==> src/rtl/baud_pkg.sv <==
// Shared definitions for the UART baud generation path: divisor layout,
// default widths and the reset-divisor calculation.
package baud_pkg;

  localparam int DIV_INT_W_DEF  = 16;
  localparam int DIV_FRAC_W_DEF = 4;

  // Anything below two clocks per oversample period cannot form a tick.
  localparam int MIN_DIV_INT = 2;

  typedef struct packed {
    logic [DIV_INT_W_DEF-1:0]  div_int;
    logic [DIV_FRAC_W_DEF-1:0] div_frac;
  } baud_div_t;

  // Fixed-point divisor (int.frac) that yields baud * oversample ticks per second.
  function automatic longint unsigned calc_default_div(
    input longint unsigned clk_freq,
    input longint unsigned baud,
    input longint unsigned oversample,
    input int              frac_w
  );
    return (clk_freq << frac_w) / (baud * oversample);
  endfunction

endpackage

==> src/rtl/tick_divider.sv <==
// Generic N-to-1 pulse divider: emits one registered pulse for every N input
// pulses. clr realigns the count without producing an output pulse.
module tick_divider #(
  parameter int N = 16
) (
  input  logic clk,
  input  logic rst,
  input  logic clr,
  input  logic tick_in,
  output logic tick_out
);

  localparam int CW = (N > 1) ? $clog2(N) : 1;

  logic [CW-1:0] cnt_q, cnt_d;
  logic          tick_q, tick_d;

  // Next count and output pulse; count only advances on an input pulse.
  always_comb begin
    cnt_d  = cnt_q;
    tick_d = 1'b0;
    if (clr) begin
      cnt_d = '0;
    end else if (tick_in) begin
      if (cnt_q == CW'(N - 1)) begin
        cnt_d  = '0;
        tick_d = 1'b1;
      end else begin
        cnt_d = cnt_q + CW'(1);
      end
    end
  end

  // State registers with synchronous reset.
  always_ff @(posedge clk) begin
    if (rst) begin
      cnt_q  <= '0;
      tick_q <= 1'b0;
    end else begin
      cnt_q  <= cnt_d;
      tick_q <= tick_d;
    end
  end

  assign tick_out = tick_q;

endmodule

==> src/rtl/baud_gen_frac.sv <==
// Fractional-N baud generator. A period counter produces os_tick with an
// average period of div_int + div_frac/2^DIV_FRAC_W clocks; tick_divider
// folds OVERSAMPLE os_ticks into one baud_tick. The divisor can be rewritten
// at run time and is swapped in on a period boundary.
module baud_gen_frac
  import baud_pkg::*;
#(
  parameter int unsigned CLK_FREQ     = 100000000,
  parameter int unsigned DEFAULT_BAUD = 9600,
  parameter int unsigned OVERSAMPLE   = 16,
  parameter int          DIV_INT_W    = DIV_INT_W_DEF,
  parameter int          DIV_FRAC_W   = DIV_FRAC_W_DEF
) (
  input  logic                            clk,
  input  logic                            rst,
  input  logic                            en,
  input  logic                            restart,
  input  logic                            div_wr,
  input  logic [DIV_INT_W+DIV_FRAC_W-1:0] div_in,
  output logic [DIV_INT_W+DIV_FRAC_W-1:0] div_active,
  output logic                            div_busy,
  output logic                            cfg_err,
  output logic                            os_tick,
  output logic                            baud_tick
);

  localparam int DIV_W = DIV_INT_W + DIV_FRAC_W;
  localparam int CW    = DIV_INT_W + 1;
  localparam int AW    = DIV_FRAC_W + 1;

  localparam logic [DIV_W-1:0] DEFAULT_DIV =
    DIV_W'(calc_default_div(CLK_FREQ, DEFAULT_BAUD, OVERSAMPLE, DIV_FRAC_W));

  logic [DIV_INT_W-1:0]  cnt_q, cnt_d;
  logic [DIV_FRAC_W-1:0] acc_q, acc_d;
  logic                  carry_q, carry_d;
  logic [DIV_W-1:0]      div_active_q, div_active_d;
  logic [DIV_W-1:0]      pend_q, pend_d;
  logic                  busy_q, busy_d;
  logic                  cfg_err_q, cfg_err_d;
  logic                  os_tick_q, os_tick_d;

  logic [DIV_INT_W-1:0]  act_int;
  logic [DIV_FRAC_W-1:0] act_frac;
  logic [DIV_INT_W-1:0]  wr_int;
  logic                  wr_ok;
  logic [CW-1:0]         period_m1;
  logic                  at_end;
  logic [AW-1:0]         frac_sum;
  logic                  wrap;

  // Divisor field decode, write validation and end-of-period detection.
  always_comb begin
    act_int   = div_active_q[DIV_W-1 -: DIV_INT_W];
    act_frac  = div_active_q[DIV_FRAC_W-1:0];
    wr_int    = div_in[DIV_W-1 -: DIV_INT_W];
    wr_ok     = div_wr && (wr_int >= DIV_INT_W'(MIN_DIV_INT));
    period_m1 = {1'b0, act_int} + CW'(carry_q) - CW'(1);
    // A divisor applied while paused can be shorter than the held phase;
    // >= makes the counter wrap on the next enabled edge instead of running
    // off to overflow.
    at_end    = ({1'b0, cnt_q} >= period_m1);
    frac_sum  = {1'b0, acc_q} + {1'b0, act_frac};
    wrap      = en && !restart && at_end;
  end

  // Next-state logic for the period counter, accumulator and divisor update.
  always_comb begin
    cnt_d        = cnt_q;
    acc_d        = acc_q;
    carry_d      = carry_q;
    div_active_d = div_active_q;
    pend_d       = pend_q;
    busy_d       = busy_q;
    cfg_err_d    = div_wr && !wr_ok;
    os_tick_d    = 1'b0;

    if (restart) begin
      cnt_d   = '0;
      acc_d   = '0;
      carry_d = 1'b0;
      if (busy_q) begin
        div_active_d = pend_q;
      end
      if (wr_ok) begin
        pend_d = div_in;
        busy_d = 1'b1;
      end else begin
        busy_d = 1'b0;
      end
    end else if (en) begin
      if (at_end) begin
        cnt_d              = '0;
        {carry_d, acc_d}   = frac_sum;
        os_tick_d          = 1'b1;
        if (wr_ok) begin
          div_active_d = div_in;
          busy_d       = 1'b0;
        end else if (busy_q) begin
          div_active_d = pend_q;
          busy_d       = 1'b0;
        end
      end else begin
        cnt_d = cnt_q + DIV_INT_W'(1);
        if (wr_ok) begin
          pend_d = div_in;
          busy_d = 1'b1;
        end
      end
    end else begin
      // Paused: no wrap will come, so a pending divisor goes in right away.
      // A fresh write replaces whatever is pending and lands one edge later.
      if (wr_ok) begin
        pend_d = div_in;
        busy_d = 1'b1;
      end else if (busy_q) begin
        div_active_d = pend_q;
        busy_d       = 1'b0;
      end
    end
  end

  // State registers with synchronous reset.
  always_ff @(posedge clk) begin
    if (rst) begin
      cnt_q        <= '0;
      acc_q        <= '0;
      carry_q      <= 1'b0;
      div_active_q <= DEFAULT_DIV;
      pend_q       <= DEFAULT_DIV;
      busy_q       <= 1'b0;
      cfg_err_q    <= 1'b0;
      os_tick_q    <= 1'b0;
    end else begin
      cnt_q        <= cnt_d;
      acc_q        <= acc_d;
      carry_q      <= carry_d;
      div_active_q <= div_active_d;
      pend_q       <= pend_d;
      busy_q       <= busy_d;
      cfg_err_q    <= cfg_err_d;
      os_tick_q    <= os_tick_d;
    end
  end

  tick_divider #(
    .N (OVERSAMPLE)
  ) u_baud_div (
    .clk      (clk),
    .rst      (rst),
    .clr      (restart),
    .tick_in  (wrap),
    .tick_out (baud_tick)
  );

  assign div_active = div_active_q;
  assign div_busy   = busy_q;
  assign cfg_err    = cfg_err_q;
  assign os_tick    = os_tick_q;

endmodule

==> config.mk <==
export PLATFORM = sky130hd
export DESIGN_NAME = baud_gen_frac
export DESIGN_NICKNAME = d
export VERILOG_FILES = /design/src/rtl/baud_pkg.sv /design/src/rtl/tick_divider.sv /design/src/rtl/baud_gen_frac.sv
export SDC_FILE = /design/constraint.sdc
export NUM_CORES = 1
export LEC_CHECK = 0
export ABC_AREA = 1
export BUFFER_PORTS_ARGS = -buffer_cell sky130_fd_sc_hd__buf_4
export CELL_PAD_IN_SITES_DETAIL_PLACEMENT = 1
export CELL_PAD_IN_SITES_GLOBAL_PLACEMENT = 1
export CORE_UTILIZATION = 43
export DETAILED_ROUTE_END_ITERATION = 6
export PLACE_DENSITY_LB_ADDON = 0.1
export SLEW_MARGIN = 20
export SYNTH_ARGS = -nofsm -noshare
export SYNTH_HDL_FRONTEND = slang
export SYNTH_HIERARCHICAL = 1
export SYNTH_SLANG_ARGS = --single-unit
==> constraint.sdc <==
create_clock -name clk -period 3.5 [get_ports clk]
set_input_delay 0.35 -clock clk [delete_from_list [all_inputs] [get_ports clk]]
set_output_delay 0.35 -clock clk [all_outputs]
set_load 0.02 [all_outputs]
==> impl_metrics.csv <==
group,metric,value,unit
status,status,"finished clean",
clock_network,clock_path_buffers,2,
flow_run,drv_cap,0,
critical_path,crit_required,3.76,ns
power,p_per_area,377,nW/um^2
timing,layout_setup_ws,0.196,ns
critical_path,end_kind,"flip-flop",
floorplan,die_area,10900,sq um
power,power_leakage,2.42,nW
critical_path,path_max_fanout,23,
clock_network,cts_root_buffer,"clkbuf_8",
placement,hpwl,9350,um
clock_network,hold_buffers,0,
global_routing,grt_max_degree,40,
clock_network,path_clk_slew,0.08,ns
floorplan,io_pins,49,
power,pwr-share-seq,44.9,%
clock_network,cts-buffers-inserted,9,
synthesis,seq_area_frac_synth,30.5,%
synthesis,ys_seq_elements,69,
clock_network,cts.sinks,69,
synthesis,ys_warn_count,6,
floorplan,initial_core_util,44.0,%
power,clkPwrFrac,33.5,%
finish,area_growth,14.4,%
timing,finalClockSkew,0.00834,ns
floorplan,die_width,105,um
synthesis,synth_most_common_cell,"nand2_1",
timing,fin_crit,3.30,ns
global_routing,grt_pass1_vias,4334,
power,p_total,1.95,mW
detailed_routing,routedWlPerCell,15.4,um
floorplan,coreArea,10300,sq um
power,p_comb_share,21.6,%
detailed_routing,vias,4247,
global_routing,overflow,0,
critical_path,arrival,3.56,ns
timing,drv_slew,0,
timing,max_slew_margin,34.6,%
placement,portBuffers,48,
global_routing,antenna_found_initial,0,
clock_network,cts-htree-levels,3,
finish,n_antenna_cell,0,
global_routing,grt_util_all_layers,24.3,%
floorplan,die-height,105,um
detailed_routing,drcViolationCount,0,
timing,timing.fmax,303,MHz
power,intPower,1.32,mW
finish,post-route-cell-area,5180,sq um
placement,dpl_cell_area,4930,sq um
global_routing,grt_pass1_wl,21100,um
synthesis,async_reset_ff_share,0,%
placement,place_ws,0.0714,ns
detailed_routing,routed_wl,12600,um
detailed_routing,first_pass_iters,4,
synthesis,syn_nets,687,
power,switching_power,631,uW
synthesis,netlist_instances,637,
finish,fillers,1375,
timing,setup_violations,0,
timing,worst_slew_pin_slew,0.980,ns
power,p_sw_share,32.3,%
synthesis,syn-cell-area,4530,sq um
power,vdd_drop_max,0.000223,V
timing,min_period_over_period,94.4,%
synthesis,yosys.area.top_type,"dfxtp_1",
detailed_routing,avgViaCountPerCell,5.19,
synthesis,post-synth-top-area-fraction,30.5,%
timing,finalHoldViolations,0,
synthesis,synth_common_cells,"nand2_1 (134), nor2_1 (76), dfxtp_1 (69)",
synthesis,synth_ff_type,"dfxtp_1",
clock_network,tritoncts,"built",
finish,num-nets-final,728,
worst_hold_path,worstHoldPathType,"in2reg",
finish,fin_util,50.4,%
clock_network,clk_latency,0.37,ns
critical_path,worstSetupPathType,"reg2reg",
finish,layout-drive-gt1-share,18.4,%
synthesis,syn_avg_cell_area,7.10,sq um
synthesis,synth_edf_count,0,
critical_path,cp-start-kind,"flip-flop",
placement,gp_congestion,0.817,
detailed_routing,postRouteAntennaNets,0,
synthesis,synth_cell_types,41,
floorplan,row_count,37,
detailed_routing,drt_iter0_markers,171,
synthesis,ys_top_cells_by_area,"dfxtp_1 (31%), nand2_1 (11%), a21oi_1 (6.6%), ha_1 (6.6%), nor2_1 (6.3%)",
==> stage by stage <==
| stage | hold slack [ns] | instances | TNS [ns] |
|---|---|---|---|
| detailed placement | 0.444 | 802 | 0 |
| CTS | 0.206 | 818 | 0 |
| global placement | 0.439 | 802 | 0 |
| finish | 0.222 | 819 | 0 |
| floorplan | 0.420 | 637 | 0 |
| global route | 0.219 | 819 | -0.0449 |
==> logic make-up after synthesis <==
kind of cell | synth area share (%)
DFF | 30.5
adders and majority gates | 7.08
xor gates and xnor gates | 3.29
buffers and inverters | 10.2
and+or+nand+nor | 37.7
AOI/OAI and AO/OA | 9.93
muxes | 1.33
==> state kept, by name, indices dropped and copies added, names as in the netlist <==
signal,flops
div_busy,1
u_baud_div/cnt_q,4
acc_q,4
pend_q,20
os_tick,1
div_active,20
cnt_q,16
u_baud_div/tick_out,1
cfg_err,1
carry_q,1
==> layer usage <==
layer / track usage [%] / wire [um]
met2: 40.0 / 6110
met1: 32.1 / 6020
met3: 2.62 / 275
met5: 0 / 0
met4: 10.4 / 234
==> power groups by stage <==
stage               registers (mW)  logic, mW  clock network [mW]
floorplan                    0.900      0.267                   0
global placement             0.891      0.401                   0
detailed placement           0.892      0.413                   0
CTS                          0.875      0.418               0.673
global route                 0.883      0.475               0.696
finish                       0.877      0.422               0.654
==> cells in the final DEF, fill, tap and decap left out, types with 2 or more instances in the layout <==
cell,n
nand2_1,133
nor2_1,76
dfxtp_1,69
inv_1,62
a21oi_1,59
buf_4,58
nand3_1,53
o21ai_0,22
ha_1,22
xor2_1,13
nor2_4,12
nand4_1,11
nand3_2,11
clkbuf_8,9
nor3_1,8
mux2i_1,6
nor2_2,5
nand3b_1,5
nand2_2,4
o21ai_1,4
xnor2_1,4
nand2_8,4
inv_2,3
clkbuf_1,3
nor3_2,2
ha_2,2
clkinv_2,2
==> worst paths after layout <==
kind,cells after the start,endpoint,start,slack (ns)
max,20,pend_q[2],div_active[4],0.20
max reg2reg,20,pend_q[2],div_active[4],0.20
min reg2reg,2,pend_q[7],pend_q[7],0.47
min,2,div_busy,rst,0.22
==> what timing repair did <==
item                                    CTS  global route
endpoints found under the setup margin    0            64
buffers inserted                          0             1
resized for setup                         0            14
==> worst max-delay path, cell delays in order (launching register included) <==
cell     delay, ns
dfxtp_1       0.33
inv_1         0.10
ha_2          0.20
ha_2          0.20
nand2_2       0.13
nor3b_2       0.25
nand2_1       0.10
xor2_1        0.15
ha_1          0.34
buf_4         0.15
nand3_1       0.12
a21oi_1       0.06
nor2_1        0.10
nand2_1       0.08
nand2_2       0.15
nand2_8       0.10
nand2_8       0.17
buf_4         0.25
nand3_1       0.09
nand2_1       0.07
nor2_1        0.05
==> area by class of cell <==
| cell class | count | area, sq um | area share [%] |
|---|---|---|---|
| Multi-Input combinational cell | 473 | 2740 | 52.8 |
| Clock inverter | 4 | 48.8 | 0.942 |
| Sequential cell | 69 | 1380 | 26.7 |
| Inverter | 66 | 253 | 4.88 |
| Clock buffer | 12 | 135 | 2.61 |
| Tap cell | 136 | 170 | 3.29 |
| Timing Repair Buffer | 59 | 455 | 8.79 |
(Power assumes the default switching activity.)
